File: src/rtl/divide_sequencer_if.sv
// Request, divider-launch and response signals of the divide sequencer.
// slave is the sequencer's own view; master is the view of the environment around it.
interface divide_sequencer_if;
  logic        req_valid;
  logic        req_ready;
  logic        req_half;
  logic [0:63] req_dividend;
  logic [0:31] req_divisor;
  logic        div_start;
  logic [0:63] div_numerator;
  logic [0:31] div_denominator;
  logic        div_done;
  logic [0:31] div_quotient;
  logic [0:31] div_remainder;
  logic        rsp_valid;
  logic        rsp_ready;
  logic [0:31] rsp_quotient;
  logic [0:31] rsp_remainder;
  logic        rsp_overflow;
  logic        rsp_error;

  modport slave (
    input  req_valid, req_half, req_dividend, req_divisor,
    input  div_done, div_quotient, div_remainder, rsp_ready,
    output req_ready, div_start, div_numerator, div_denominator,
    output rsp_valid, rsp_quotient, rsp_remainder, rsp_overflow, rsp_error
  );

  modport master (
    output req_valid, req_half, req_dividend, req_divisor,
    output div_done, div_quotient, div_remainder, rsp_ready,
    input  req_ready, div_start, div_numerator, div_denominator,
    input  rsp_valid, rsp_quotient, rsp_remainder, rsp_overflow, rsp_error
  );
endinterface

File: src/rtl/divide_sequencer.sv
// Sequences one signed divide through an external iterative divider: overflow screen, launch, timeouts.
// Overflow answers two cycles after accept; the result is held until rsp_ready, and req_ready is high only when idle.
module divide_sequencer #(
  parameter int ACK_LIMIT  = 4,
  parameter int BUSY_LIMIT = 255
) (
  input logic               clock,
  input logic               reset_n,
  divide_sequencer_if.slave bus
);

  typedef enum logic [2:0] {IDLE, CHECK, ISSUE, WAIT_ACK, WAIT_DONE, RESP} state_t;

  localparam logic [7:0] ACK_LAST  = 8'(ACK_LIMIT - 1);
  localparam logic [7:0] BUSY_LAST = 8'(BUSY_LIMIT - 1);

  state_t      state, state_nxt;
  logic [7:0]  cnt;
  logic        half_q;
  logic [0:63] num_q;
  logic [0:31] den_q;
  logic        ovf_q;
  logic [0:31] quo_q, rem_q;
  logic        ovf_flag_q, err_q;
  logic        accept;

  logic [64:0] num_ext, den_ext, num_mag, den_mag, num_shift;
  logic        ovf_calc;

  assign accept = bus.req_valid && (state == IDLE);

  always_comb begin
    num_ext   = {num_q[0], num_q};
    den_ext   = {{33{den_q[0]}}, den_q};
    num_mag   = num_ext[64] ? (~num_ext + 65'd1) : num_ext;
    den_mag   = den_ext[64] ? (~den_ext + 65'd1) : den_ext;
    num_shift = half_q ? (num_mag >> 15) : (num_mag >> 31);
    ovf_calc  = (den_q == '0) || (num_shift >= den_mag);
  end

  // The overflow compare is registered in the first CHECK cycle and acted on in the second.
  always_comb begin
    state_nxt = state;
    case (state)
      IDLE:      if (bus.req_valid) state_nxt = CHECK;
      CHECK:     if (cnt != '0) begin
                   if (ovf_q)             state_nxt = RESP;
                   else if (bus.div_done) state_nxt = ISSUE;
                 end
      ISSUE:     state_nxt = WAIT_ACK;
      WAIT_ACK:  if (!bus.div_done)       state_nxt = WAIT_DONE;
                 else if (cnt == ACK_LAST) state_nxt = RESP;
      WAIT_DONE: if (bus.div_done || cnt == BUSY_LAST) state_nxt = RESP;
      RESP:      if (bus.rsp_ready)       state_nxt = IDLE;
      default:   state_nxt = IDLE;
    endcase
  end

  always_ff @(posedge clock or negedge reset_n) begin
    if (!reset_n) begin
      state <= IDLE;
      cnt   <= '0;
    end else begin
      state <= state_nxt;
      if (state_nxt != state) cnt <= '0;
      else if (cnt != 8'hFF)  cnt <= cnt + 8'd1;
    end
  end

  always_ff @(posedge clock or negedge reset_n) begin
    if (!reset_n) begin
      half_q     <= 1'b0;
      num_q      <= '0;
      den_q      <= '0;
      ovf_q      <= 1'b0;
      quo_q      <= '0;
      rem_q      <= '0;
      ovf_flag_q <= 1'b0;
      err_q      <= 1'b0;
    end else begin
      if (accept) begin
        half_q     <= bus.req_half;
        num_q      <= bus.req_half ? {{32{bus.req_dividend[32]}}, bus.req_dividend[32:63]}
                                   : bus.req_dividend;
        den_q      <= bus.req_half ? {{16{bus.req_divisor[16]}}, bus.req_divisor[16:31]}
                                   : bus.req_divisor;
        quo_q      <= '0;
        rem_q      <= '0;
        ovf_flag_q <= 1'b0;
        err_q      <= 1'b0;
      end
      if (state == CHECK) ovf_q <= ovf_calc;
      if (state == CHECK && cnt != '0 && ovf_q) ovf_flag_q <= 1'b1;
      if (state == WAIT_ACK && bus.div_done && cnt == ACK_LAST) err_q <= 1'b1;
      if (state == WAIT_DONE) begin
        if (bus.div_done) begin
          quo_q <= bus.div_quotient;
          rem_q <= bus.div_remainder;
        end else if (cnt == BUSY_LAST) begin
          err_q <= 1'b1;
        end
      end
    end
  end

  assign bus.req_ready       = (state == IDLE);
  assign bus.div_start       = (state == ISSUE);
  assign bus.div_numerator   = num_q;
  assign bus.div_denominator = den_q;
  assign bus.rsp_valid       = (state == RESP);
  assign bus.rsp_quotient    = quo_q;
  assign bus.rsp_remainder   = rem_q;
  assign bus.rsp_overflow    = ovf_flag_q;
  assign bus.rsp_error       = err_q;

endmodule

File: src/flat_wrapper.sv
// flat-port wrapper written by rule: the top's interface ports become plain ports
module divide_sequencer_flat 
#(
  parameter int ACK_LIMIT  = 4,
  parameter int BUSY_LIMIT = 255
)
  (clock, reset_n, bus_req_valid, bus_req_half, bus_req_dividend, bus_req_divisor, bus_div_done, bus_div_quotient, bus_div_remainder, bus_rsp_ready, bus_req_ready, bus_div_start, bus_div_numerator, bus_div_denominator, bus_rsp_valid, bus_rsp_quotient, bus_rsp_remainder, bus_rsp_overflow, bus_rsp_error);
  divide_sequencer_if bus_i ();
  input logic clock;
  input logic reset_n;
  input wire logic [$bits(bus_i.req_valid)-1:0] bus_req_valid;
  input wire logic [$bits(bus_i.req_half)-1:0] bus_req_half;
  input wire logic [$bits(bus_i.req_dividend)-1:0] bus_req_dividend;
  input wire logic [$bits(bus_i.req_divisor)-1:0] bus_req_divisor;
  input wire logic [$bits(bus_i.div_done)-1:0] bus_div_done;
  input wire logic [$bits(bus_i.div_quotient)-1:0] bus_div_quotient;
  input wire logic [$bits(bus_i.div_remainder)-1:0] bus_div_remainder;
  input wire logic [$bits(bus_i.rsp_ready)-1:0] bus_rsp_ready;
  output wire logic [$bits(bus_i.req_ready)-1:0] bus_req_ready;
  output wire logic [$bits(bus_i.div_start)-1:0] bus_div_start;
  output wire logic [$bits(bus_i.div_numerator)-1:0] bus_div_numerator;
  output wire logic [$bits(bus_i.div_denominator)-1:0] bus_div_denominator;
  output wire logic [$bits(bus_i.rsp_valid)-1:0] bus_rsp_valid;
  output wire logic [$bits(bus_i.rsp_quotient)-1:0] bus_rsp_quotient;
  output wire logic [$bits(bus_i.rsp_remainder)-1:0] bus_rsp_remainder;
  output wire logic [$bits(bus_i.rsp_overflow)-1:0] bus_rsp_overflow;
  output wire logic [$bits(bus_i.rsp_error)-1:0] bus_rsp_error;
  assign bus_i.req_valid = bus_req_valid;
  assign bus_i.req_half = bus_req_half;
  assign bus_i.req_dividend = bus_req_dividend;
  assign bus_i.req_divisor = bus_req_divisor;
  assign bus_i.div_done = bus_div_done;
  assign bus_i.div_quotient = bus_div_quotient;
  assign bus_i.div_remainder = bus_div_remainder;
  assign bus_i.rsp_ready = bus_rsp_ready;
  assign bus_req_ready = bus_i.req_ready;
  assign bus_div_start = bus_i.div_start;
  assign bus_div_numerator = bus_i.div_numerator;
  assign bus_div_denominator = bus_i.div_denominator;
  assign bus_rsp_valid = bus_i.rsp_valid;
  assign bus_rsp_quotient = bus_i.rsp_quotient;
  assign bus_rsp_remainder = bus_i.rsp_remainder;
  assign bus_rsp_overflow = bus_i.rsp_overflow;
  assign bus_rsp_error = bus_i.rsp_error;
  divide_sequencer #(.ACK_LIMIT(ACK_LIMIT), .BUSY_LIMIT(BUSY_LIMIT)) u_core (.clock(clock), .reset_n(reset_n), .bus(bus_i));
endmodule
File: config.mk
export PLATFORM = sky130hd
export DESIGN_NAME = divide_sequencer_flat
export DESIGN_NICKNAME = d
export VERILOG_FILES = /design/src/rtl/divide_sequencer_if.sv /design/src/rtl/divide_sequencer.sv /design/src/flat_wrapper.sv
export SDC_FILE = /design/constraint.sdc
export NUM_CORES = 1
export LEC_CHECK = 0
export ABC_AREA = 1
export CAP_MARGIN = 20
export CORE_MARGIN = 2
export CORE_UTILIZATION = 49
export CTS_CLUSTER_DIAMETER = 120
export CTS_CLUSTER_SIZE = 16
export DETAILED_ROUTE_END_ITERATION = 10
export GPL_TIMING_DRIVEN = 0
export HOLD_SLACK_MARGIN = 0.15
export PLACE_DENSITY = 0.84
export SYNTH_ARGS = -nofsm -noshare
export SYNTH_HDL_FRONTEND = slang
export SYNTH_SLANG_ARGS = --single-unit
File: constraint.sdc
create_clock -name clock -period 3.08 [get_ports clock]
set_clock_uncertainty 0.15 [all_clocks]
set_input_delay 0.616 -clock clock [delete_from_list [all_inputs] [get_ports clock]]
set_output_delay 0.616 -clock clock [all_outputs]
set_load 0.01 [all_outputs]
Word-level counts from Yosys, hierarchy flattened
Cells that the tools add are included.
{"block": "classes", "bitwise_logic": 2, "n_reduce_logical": 12, "muxes": 29, "order_cmp": 1, "add_sub_neg": 3, "eq_ne": 9}
{"operator": "two-way mux 32 bit", "count": 7}
{"operator": "adder 65 x 1 -> 65 bit (second input constant)", "count": 2}
{"operator": "two-way mux 65 bit", "count": 2}
{"operator": "inverter 65 bit", "count": 2}
{"operator": "greater-or-equal comparator 65 bit", "count": 1}
{"operator": "two-way mux 64 bit", "count": 1}
{"operator": "two-way mux 50 bit", "count": 1}
{"operator": "logical NOT 32 bit", "count": 1}
{"operator": "two-way mux 3 bit", "count": 8}
{"operator": "one-hot mux 3 bit (6 select lines)", "count": 1}
{"operator": "two-way mux 8 bit", "count": 2}
{"operator": "adder 8 x 1 -> 8 bit (second input constant)", "count": 1}
{"operator": "equality test 8 x 2 -> 1 bit (second input constant)", "count": 1}
{"operator": "equality test 8 bit (second input constant)", "count": 1}
{"operator": "inequality test 8 bit (second input constant)", "count": 1}
{"operator": "nonzero test 8 bit", "count": 1}
{"operator": "two-way mux 1 bit", "count": 7}
{"operator": "equality test 3 x 2 -> 1 bit (second input constant)", "count": 2}
{"operator": "equality test 3 bit (second input constant)", "count": 2}
{"operator": "logical AND 1 bit", "count": 5}
{"operator": "nonzero test 2 bit", "count": 2}
{"operator": "equality test 3 x 1 -> 1 bit (second input constant)", "count": 1}
{"operator": "logical NOT 3 bit", "count": 1}
{"operator": "inequality test 3 bit", "count": 1}
{"operator": "logical OR 1 bit", "count": 2}
{"block": "totals", "inputBits": 166, "reg_bits": 175, "elab_cells": 66}

Longest topological paths before layout
Gate-level depths: netlist of run 1.
{"block": "depth", "depth_word": 7, "ltp_mapped": 28}

Least setup slack after synthesis of run 1
Ideal clock, no wire load.
{"block": "synth_timing", "path_type": "flip-flop to flip-flop", "startpoint": "register u_core.den_q, in the netlist u_core.bus.div_denominator[31]", "endpoint": "register u_core.ovf_q", "setup_ns": 0.124, "slack_ns": 0.220, "arrival_time_ns": 2.586, "stages_incl_launch_ff": 21, "required_ns": 2.806, "cell_sequence": "dfrtp_1 inv_1 ha_1 nand4_1 nor2_1 nand4_1 nor2_1 a31oi_1 xor2_1 ha_1 a21o_1 nor2_1 nand2_1 nand2_1 nand2_1 nor2_1 nand2_1 nand2_1 nand2_1 nand2_1 a21oi_1"}
{"block": "synth_via", "elab_chain_len": 5}
{"item": "start, declared", "line_no": "divide_sequencer.sv:21", "text": "logic [0:31] den_q;"}
{"item": "start signal, assigned", "line_no": "divide_sequencer.sv:85", "text": "den_q <= bus.req_half ? {{16{bus.req_divisor[16]}}, bus.req_divisor[16:31]}"}
{"item": "inverter 65 bit", "line_no": "divide_sequencer.sv:36", "text": "den_mag = den_ext[64] ? (~den_ext + 65'd1) : den_ext;"}
{"item": "adder 65 x 1 -> 65 bit", "line_no": "divide_sequencer.sv:36"}
{"item": "two-way mux 65 bit", "line_no": "divide_sequencer.sv:36"}
{"item": "greater-or-equal comparator 65 bit", "line_no": "divide_sequencer.sv:38", "text": "ovf_calc = (den_q == '0) || (num_shift >= den_mag);"}
{"item": "logical OR 1 bit (*)", "line_no": "divide_sequencer.sv:38"}
{"item": "end signal, assigned", "line_no": "divide_sequencer.sv:92", "text": "if (state == CHECK) ovf_q <= ovf_calc;"}
{"item": "end, declared", "line_no": "divide_sequencer.sv:22", "text": "logic ovf_q;"}
Every way passes the cells marked *; elsewhere a longest branch is shown, timed or not.
A chain may end at the register's enable or synchronous reset.

Worst setup path after layout of run 1
{"block": "layout_timing", "startpoint": "register u_core.num_q, in the netlist u_core.bus.div_numerator[44]", "endpoint": "register u_core.ovf_q"}
{"block": "layout_via", "elab_chain_len": 6}
{"item": "start, declared", "line_no": "divide_sequencer.sv:20", "text": "logic [0:63] num_q;"}
{"item": "start signal, assigned", "line_no": "divide_sequencer.sv:83", "text": "num_q <= bus.req_half ? {{32{bus.req_dividend[32]}}, bus.req_dividend[32:63]}"}
{"item": "inverter 65 bit", "line_no": "divide_sequencer.sv:35", "text": "num_mag = num_ext[64] ? (~num_ext + 65'd1) : num_ext;"}
{"item": "adder 65 x 1 -> 65 bit", "line_no": "divide_sequencer.sv:35"}
{"item": "two-way mux 65 bit (*)", "line_no": "divide_sequencer.sv:35"}
{"item": "two-way mux 50 bit (*)", "line_no": "divide_sequencer.sv:37", "text": "num_shift = half_q ? (num_mag >> 15) : (num_mag >> 31);"}
{"item": "greater-or-equal comparator 65 bit (*)", "line_no": "divide_sequencer.sv:38"}
{"item": "logical OR 1 bit (*)", "line_no": "divide_sequencer.sv:38"}
Marked as above.

==> impl_metrics.yaml, run 1 <==
layout:
  area.growth.synth_to_final_pct: 48.88
  fin_cells: 2391
  finish.net_count: 2277
  final_layout_size_suffix_gt1_share_pct: 16.43
  fin_area_um2: 17210
  final_core_util_pct: 73.78
outcome:
  status: "finished with violations"
  violated_checks: "setup timing"
setup_path:
  critPathSlowestCell: "dfrtp_2"
  timing.critical_path.cells: "buf_4, inv_1, nand3_2, buf_4, buf_4, buf_4, nor2_1, nor2_1, nor2_1, nand2_1, nand3_1, nand2_1, ha_1, nand2_1, nor2_2, and2_4, nand3_2, nor2_2, nor2_1, nand2_1, nand2_1, nand2_2, nand2_1, a21oi_1"
  crit_path_max_incr_delay_ns: 0.46
  critical_path.endpoint_type: "register"
  worst-endpoint-arrival_ns: 3.56
  critPathKind: "register to register"
  data_required_time_of_the_worst_path_ns: 3.30
  setup.worst_path.start_class: "register"
  largest_driver_fanout_on_the_critical_path: 3
  crit_path_frequent_cell: "nand2_1"
global_routing:
  number_of_global_route_vias_before_repair: 13210
  grt_overflow: 0
  grt_start_max_net_pins: 123
  global_route.usage.total_pct: 36.68
  grt_antenna_before_repair: 2
  grt_pass1_wl_um: 69770
power:
  power-per-cell-area_nw_per_um2: 1113
  ir_worst_vdd_uv: 509.5
  p_leak_nw: 8.022
synthesis:
  syn_area_per_cell_um2: 7.177
  synthesized_area_um2: 11560
  synth.yosys.seq_area_share_pct: 37.87
  yosys-top-cells-area: "dfrtp_1, nand2_1, nand3_1"
  yosysWarningCount: 0
  yosys_most_used_dff: "dfrtp_1"
  synth_top_cell_area_share_pct: 37.87
  async_flop_share_pct: 100.0
  synth.distinct_cells: 45
  netlist_instances: 1611
  synth.ff_latch_count: 175
  edff_count_synth: 0
  synth_top_area_cell: "dfrtp_1"
sta:
  final_max_slew_viol_count: 0
  final_worst_setup_slack_ns: -0.2566
  finalSetupViolCount: 1
  worst_slew_margin_rel_pct: 53.55
  final-hold-violation-count: 0
  achievable-frequency_mhz: 299.7
  min_cycle_time_layout_ns: 3.337
  tightest_slew_ns: 0.6967
  layout_worst_path_cycle_share_pct: 108.3
  setup_total_negative_slack_ns: -0.2566
  grt_setup_unrepaired: "yes"
placement:
  place.detailed.hpwl_um: 34620
  globalplace.congestion: 1.001
  detailed_place.area_um2: 15360
  port-buffer-count: 330
  placed_cells: 2278
clock_network:
  clk-insertion-delay-late_ns: 0.44
  htreeDepth: 4
  cts.sink_count: 175
  tritoncts.num_buffers: 17
  clk_pin_slew_worst_paths_ns: 0.08
  ctsLongestPathBuffers: 2
  cts_root_buf: "clkbuf_16"
  tritoncts: "built"
route:
  wl_per_cell_um: 19.35
  vias_per_cell: 5.565
  antenna_left: 0
  postRouteWirelength_um: 46260
  drtPass1Iterations: 8
  num_vias: 13310
  drc_errors: 0
  drt-initial-drc-count: 1231
floorplan:
  coreArea_um2: 23330
  std_cell_rows: 56
  floorplan.die.height_um: 157.6
  floorplan.initialDensity_pct: 49.55
  design.portCount: 331
  design.die.area_um2: 24840
  die_x_um: 157.6
worst_hold_path:
  min-delay-path-class: "register to register"
job:
  maxCapViolCount: 0
-- what timing repair did --
action,CTS,global route
setup endpoints to repair,1,1
hold buffers,1,0
gates resized for setup,105,81
endpoints found under the hold margin,53,0
pin swaps,36,53
cloned,0,0
buffers inserted,65,13
-- cells in the mapped netlist, drive strengths merged, types with 2 or more instances --
cell type	n
nand3	219
o21bai	3
a21oi	39
conb	2
or2	3
o21ai	69
ha	54
nand4	22
dfrtp	175
o31ai	6
buf	52
nor4	2
o211ai	49
o21a	3
nor2	161
nand2	490
nor3	28
inv	148
a21o	2
xor2	51
a31oi	2
nand3b	5
clkbuf	20
-- layout make-up --
cell class / instances / area, µm²
antenna: 2 / 5.005
buffer: 72 / 340.3
clock buffer: 18 / 429.2
clock inverter: 14 / 171.4
fill: 1829 / 6118
inverter: 149 / 565.5
multi-input combinational: 1232 / 6965
sequential: 175 / 4399
tap: 319 / 399.1
timing repair buffer: 410 / 3939
-- kinds of logic after synthesis --
kind of cell	Yosys count	synth area share (%)
and+or+nand+nor	932	35.25
buffers and inverters	221	7.737
AOI/OAI and AO/OA	175	9.230
DFF	175	37.87
adders and majority gates	54	5.844
xor gates and xnor gates	52	4.004
other	2	0.06495
-- state kept, by name, summed over array words and instances, names as in the netlist, 3 cells and up --
name	flops
u_core.state	3
u_core.cnt	8
u_core.bus.rsp_remainder	32
u_core.bus.div_numerator	64
u_core.bus.rsp_quotient	32
u_core.bus.div_denominator	32
-- worst max-delay path: cells and delay by family (launching register included) --
kind	cells	cell delay [ns]
and+or+nand+nor	17	1.55
AOI/OAI and AO/OA	1	0.11
DFF	1	0.46
adders and majority gates	1	0.29
buffers and inverters	5	0.70
-- cell usage in the layout (no fill, tap or decap), types with 43 or more instances in the layout --
cell,n
nand2_1,458
clkdlybuf4s50_1,329
nand3_1,193
dfrtp_1,159
inv_1,133
nor2_1,104
buf_4,82
o21ai_0,50
ha_1,50
o211ai_1,49
xor2_1,43
-- metal layers --
| metal | GRT usage (%) | vias up | share of wire, % |
|---|---|---|---|
| met5 | 0 | - | 0.024 |
| met4 | 18.10 | 2 | 4.8 |
| met3 | 7.638 | 150 | 8.5 |
| met2 | 62.94 | 683 | 49 |
| met1 | 43.81 | 6344 | 38 |
| li1 | - | 6128 | - |
-- report_power, final --
part	total, mW	internal [mW]	switching [mW]
clock network	2.23	1.10	1.13
registers	4.31	3.24	1.07
logic	12.6	5.24	7.38
total	19.2	9.58	9.58
-- metrics by stage --
stage	worst slack [ns]	hold slack (ns)	total power, mW
2_1_floorplan	0.2197	0.1704	10.51
3_3_place_gp	-6.022	0.3150	14.78
3_5_place_dp	-0.5049	0.3371	15.07
4_1_cts	-0.1389	0.3578	18.16
5_1_grt	-0.5011	0.3858	20.45
6_report	-0.2566	0.3578	19.16
-- worst paths after layout --
check	from	end	slack [ns]	cells after the start
max reg2reg	u_core.bus.div_numerator[44]$_DFFE_PN0P_	u_core.ovf_q$_DFFE_PN0P_	-0.26	24
max	u_core.bus.div_numerator[44]$_DFFE_PN0P_	u_core.ovf_q$_DFFE_PN0P_	-0.26	24
min in group asynchronous	reset_n	u_core.bus.div_numerator[14]$_DFFE_PN0P_	0.53	2
min	u_core.bus.rsp_quotient[12]$_DFF_PN0_	u_core.bus.rsp_quotient[12]$_DFF_PN0_	0.36	2
min reg2reg	u_core.bus.rsp_quotient[12]$_DFF_PN0_	u_core.bus.rsp_quotient[12]$_DFF_PN0_	0.36	2
max in group asynchronous	reset_n	u_core.bus.div_numerator[32]$_DFFE_PN0P_	1.21	3
No activity file was read; power rests on OpenSTA's default activity.
==> run 2: changes to the inputs <==
CAP_MARGIN = unset   (was 20)
==> results of run 2 <==
Same layout as run 1: the final DEF is identical, and so are final timing and power.
==> run 3: changes to the inputs <==
REMOVE_ABC_BUFFERS = 1   (was unset)
==> run 3 against run 2 <==
  * The flow still finishes with violations (setup timing)
  * Flip-flop and latch count did not move
  * Sequential power rose by 5.8%
  * Via count decreased by 5.7%
  * Final cell count decreased by 4.0%
  * Worst setup slack worse by 0.085 ns
  * Non-clock buffer count shrank 94
  * Core utilization shrank 1.7 points
  * Critical path type unchanged
==> impl_metrics.yaml, run 3 (synthesis gave the netlist of run 1 again) <==
outcome:
  status: "finished with violations"
  violated_checks: "setup timing"
clock_network:
  tritoncts.num_buffers: 17
  clk-insertion-delay-late_ns: 0.45
  cts.sink_count: 175
  cts_root_buf: "clkbuf_16"
  htreeDepth: 4
  clk_pin_slew_worst_paths_ns: 0.08
  tritoncts: "built"
  ctsLongestPathBuffers: 2
sta:
  min_cycle_time_layout_ns: 3.422
  final_max_slew_viol_count: 0
  tightest_slew_ns: 0.6367
  grt_setup_unrepaired: "yes"
  finalSetupViolCount: 1
  worst_slew_margin_rel_pct: 57.42
  achievable-frequency_mhz: 292.2
  layout_worst_path_cycle_share_pct: 111.1
  final_worst_setup_slack_ns: -0.3419
  final-hold-violation-count: 0
route:
  postRouteWirelength_um: 41370
  antenna_left: 0
  drt-initial-drc-count: 1121
  drtPass1Iterations: 8
  vias_per_cell: 5.468
  wl_per_cell_um: 18.02
  drc_errors: 0
  num_vias: 12550
setup_path:
  data_required_time_of_the_worst_path_ns: 3.31
  critical_path.endpoint_type: "register"
  worst_r2r_path_depth: 23
  worst-endpoint-arrival_ns: 3.65
  critPathKind: "register to register"
  largest_driver_fanout_on_the_critical_path: 4
  setup.worst_path.start_class: "register"
floorplan:
  floorplan.initialDensity_pct: 49.55
  floorplan.die.height_um: 157.6
  std_cell_rows: 56
  die_x_um: 157.6
  design.portCount: 331
  design.die.area_um2: 24840
  coreArea_um2: 23330
placement:
  placement.setup.worst_slack_ns: -0.9620
  globalplace.congestion: 0.9113
  place.detailed.hpwl_um: 29860
  placed_cells: 2213
  port-buffer-count: 330
layout:
  area.growth.synth_to_final_pct: 45.48
  max_reg_flops: 64
  finish.net_count: 2184
  final_common_cell: "nand2_1"
  fin_cells: 2295
  mostFrequentLayoutCells: "nand2_1, clkdlybuf4s50_1, nand3_1"
  num_antenna_cells: 0
  final_layout_size_suffix_gt1_share_pct: 14.22
global_routing:
  grt_antenna_before_repair: 0
  grt_overflow: 0
  grt_start_max_net_pins: 117
  grt_pass1_wl_um: 62000
  global_route.usage.total_pct: 32.19
  number_of_global_route_vias_before_repair: 11870
worst_hold_path:
  hold-path-cell-count: 2
  min-delay-path-class: "register to register"
job:
  maxCapViolCount: 0
power:
  power-per-cell-area_nw_per_um2: 1100
  p_leak_nw: 7.723
  ir_worst_vdd_uv: 825.0
run 3: changes by cell type in the layout (fill, tap and decap cells not counted), moves of 5 or more:
cell	before	now
buf_4	82	46
buf_2	36	1
clkbuf_1	19	0
dfrtp_1	159	148
buf_1	10	0
dfrtp_2	16	25
nand2_2	30	21
nand2_1	458	465
buf_16	1	6
inv_1	133	128
run 3: through the flow:
step	hold WS, ns	instance area, µm²	TNS (ns)	total power [mW]	util, %
4_1_cts	0.3369	16100	-0.2722	17.44	69.01
5_1_grt	0.3757	16820	-0.5156	19.87	72.09
3_5_place_dp	0.3217	15220	-27.00	14.76	65.22
6_report	0.3376	16820	-0.3419	18.50	72.09
3_3_place_gp	0.3146	14990	-1701.99	14.36	64.26
2_1_floorplan	0.1704	11290	-249.76	10.32	-
run 3: repair_timing:
action,CTS,global route
pin swaps,14,49
hold buffers,1,0
resized for setup,58,126
cloned,1,0
endpoints found under the hold margin,59,0
buffers inserted,12,37
endpoints found under the setup margin,49,25
run 3: routing by layer:
layer  part of all wire, %  wire, µm  vias to the layer above  global-route usage, %
met5                     0         0                        -                      0
met4                   4.0      1659                        0                  14.42
met3                   8.0      3301                       98                  7.966
met2                    49     20240                      529                  54.48
met1                    39     16160                     5967                  38.87
li1                      -         -                     5954                      -
run 3: path summary, 6_finish.rpt:
check	from	to	slack [ns]
min in group asynchronous	reset_n	u_core.bus.div_numerator[0]$_DFFE_PN0P_	0.55
max reg2reg	u_core.bus.div_numerator[41]$_DFFE_PN0P_	u_core.ovf_q$_DFFE_PN0P_	-0.34
max	u_core.bus.div_numerator[41]$_DFFE_PN0P_	u_core.ovf_q$_DFFE_PN0P_	-0.34
min	u_core.bus.rsp_overflow$_DFFE_PN0P_	u_core.bus.rsp_overflow$_DFFE_PN0P_	0.34
min reg2reg	u_core.bus.rsp_overflow$_DFFE_PN0P_	u_core.bus.rsp_overflow$_DFFE_PN0P_	0.34
max in group asynchronous	reset_n	u_core.bus.div_numerator[47]$_DFFE_PN0P_	1.23
run 3: power breakdown:
| part | internal, mW | switching, mW |
|---|---|---|
| Sequential | 3.26 | 1.30 |
| Clock | 1.09 | 1.13 |
| Combinational | 4.97 | 6.75 |
| Total | 9.33 | 9.18 |
run 3: critical path, cell delays in order, from the launching register on:
cell and delay (ns):
dfrtp_2 0.47, nor2_4 0.19, nand2_4 0.09, nor2_2 0.13
nand2_2 0.09, nor2_4 0.18, buf_4 0.14, nand2_2 0.06
o21ai_2 0.21, xor2_2 0.28, nand2_1 0.13, nand2_2 0.11
ha_1 0.14, nand2_1 0.06, nor2_2 0.15, and2_4 0.16
nand3_1 0.08, nor2_2 0.10, nor2_1 0.05, nand2_1 0.06
nand2_1 0.07, nand2_2 0.08, nand2_2 0.05, a21oi_2 0.12
run 3: cell type report:
cell class	instances	area (µm²)
inverter	149	579.3
sequential	175	4418
multi-input combinational	1232	6909
timing repair inverter	1	7.507
clock buffer	17	425.4
tap	319	399.1
fill	1802	6511
clock inverter	14	167.7
timing repair buffer	388	3915
==> variant, RTL diff (settings of run 3) <==
The 6 states of `state_t` get a Gray code encoding in 3 bits.
--- a/src/rtl/divide_sequencer.sv
+++ b/src/rtl/divide_sequencer.sv
@@ -9,7 +9,7 @@
   divide_sequencer_if.slave bus
 );
 
-  typedef enum logic [2:0] {IDLE, CHECK, ISSUE, WAIT_ACK, WAIT_DONE, RESP} state_t;
+  typedef enum logic [2:0] {IDLE = 3'b000, CHECK = 3'b001, ISSUE = 3'b011, WAIT_ACK = 3'b010, WAIT_DONE = 3'b110, RESP = 3'b111} state_t;
 
   localparam logic [7:0] ACK_LAST  = 8'(ACK_LIMIT - 1);
   localparam logic [7:0] BUSY_LAST = 8'(BUSY_LIMIT - 1);
Function: same outputs for any inputs over 4 cycles, from zero or initial values and one cycle with reset_n low; so few cycles prove little.
==> variant against run 3 <==
- the flow still finishes with violations (negative setup slack)
- maximum frequency increased by 0.86%
- power decreased by 1.9%
- design area decreased by 2.0%
- non-clock buffer count decreased by 6
- setup slack improved by 0.029 ns
- wire length decreased by 1.0%
- critical path depth decreased by 2
- synthesized cell count decreased by 1.9%
- first-iteration DRC count decreased by 2.4%
- synthesized area decreased by 1.7%
- sequential cell count unchanged
- cell count decreased by 3.0%
- largest cell class unchanged
==> variant: results (changes against run 3) <==
* Fill cell count at 1793 (was 1802)
* Dpl hpwl at 29800 um (was 29900 um)
* CP peak stage delay at 0.44 ns (was 0.47 ns)
* WL per Instance at 18.4 um (was 18.0 um)
* WL met3 at 3440 um (was 3300 um)
* Met2 usage at 0.570 (was 0.545)
* Drt initial violations at 1094 (was 1121)
* Metal-1 WL at 15400 um (was 16200 um)
* Drt pass-1 iters at 5 (was 8)
* Largest cells by area after synthesis: dfrtp_1 (39%), nand2_1 (15%), nand3_1 (9.9%) (was dfrtp_1 (38%), nand2_1 (16%), nand3_1 (9.1%))
* Vias after detailed routing at 12300 (was 12500)
* Worst Reg2Reg Path Length in Cells at 21 (was 23)
* Synth Area in Compound Gates at 0.0915 (was 0.0923)
* Fin cells at 2226 (was 2295)
* Gpl congestion at 0.942 (was 0.911)
* Dpl ws at -1.04 ns (was -0.962 ns)
* Worst-path maximum fanout at 3 (was 4)
* Violated checks: negative setup slack (unchanged)
* Setup ws final at -0.313 ns (was -0.342 ns)
* Initial antenna violation count at 1 (was 0)
* Reg2Reg Launch Point: u_core.bus.div_denominator[30]$_DFFE_PN0P_ (was u_core.bus.div_numerator[41]$_DFFE_PN0P_)
* Placed cell count at 2149 (was 2213)
* Status: finished, violations left (unchanged)
* Sequential area share after synthesis at 0.385 (was 0.379)
* # setup viols final at 1 (unchanged)
* XOR/XNOR Fraction of Synth Area at 0.0378 (was 0.0400)
* GRT Overall Usage at 0.326 (was 0.322)
* Cells after Synth at 1580 (was 1611)
* M1 GR Usage at 0.384 (was 0.389)
* Met3 Usage GRT at 0.0811 (was 0.0797)
* Slowest CP cell: dfrtp_1 (was dfrtp_2)
* Actual slew at the worst max-slew pin at 0.674 ns (was 0.637 ns)
## variant: cell types whose count changed after synthesis, moves of 5 or more
cell      before  now
inv_2          6    1
nand3_1      211  224
nor2_2        14    9
nand3_2        7    2
clkbuf_1      20   42
nor2_4         5    0
buf_4          6    0
buf_2         34   22
nand2_1      484  446
nor2_1       142  136
nor3_1        22   32
## variant: area by class of cell
type	count	area, sq um	share of cell area
tap	285	357	0.0216
sequential	175	4410	0.267
inverter	145	563	0.0341
multi-input combinational	1205	6710	0.407
clock buffer	18	429	0.0260
clock inverter	14	166	0.0101
timing repair buffer	382	3850	0.233
timing repair inverter	2	12.5	0.000759
## variant: worst min path at each step
stage                                                 from                                        end
floorplan                                          reset_n  u_core.bus.div_denominator[0]$_DFFE_PN0P_
global placement       u_core.bus.rsp_overflow$_DFFE_PN0P_        u_core.bus.rsp_overflow$_DFFE_PN0P_
detailed placement     u_core.bus.rsp_overflow$_DFFE_PN0P_        u_core.bus.rsp_overflow$_DFFE_PN0P_
CTS                    u_core.bus.rsp_overflow$_DFFE_PN0P_        u_core.bus.rsp_overflow$_DFFE_PN0P_
global route        u_core.bus.rsp_remainder[24]$_DFF_PN0_     u_core.bus.rsp_remainder[24]$_DFF_PN0_
finish                u_core.bus.rsp_quotient[4]$_DFF_PN0_       u_core.bus.rsp_quotient[4]$_DFF_PN0_
## variant: what timing repair did
item | in CTS | in global routing
pin swaps | 8 | 35
setup buffers | 15 | 27
setup endpoints to repair | 33 | 41
endpoints found under the hold margin | 73 | 0
gates cloned | 1 | 1
hold buffers | 1 | 0
gates resized for setup | 39 | 115
## variant: report_power, final
part           total [mW]  switching [mW]  leakage [nW]  internal (mW)
clock network        2.22            1.12         0.286           1.10
registers            4.44            1.19          2.24           3.25
logic                11.5            6.61          5.18           4.88
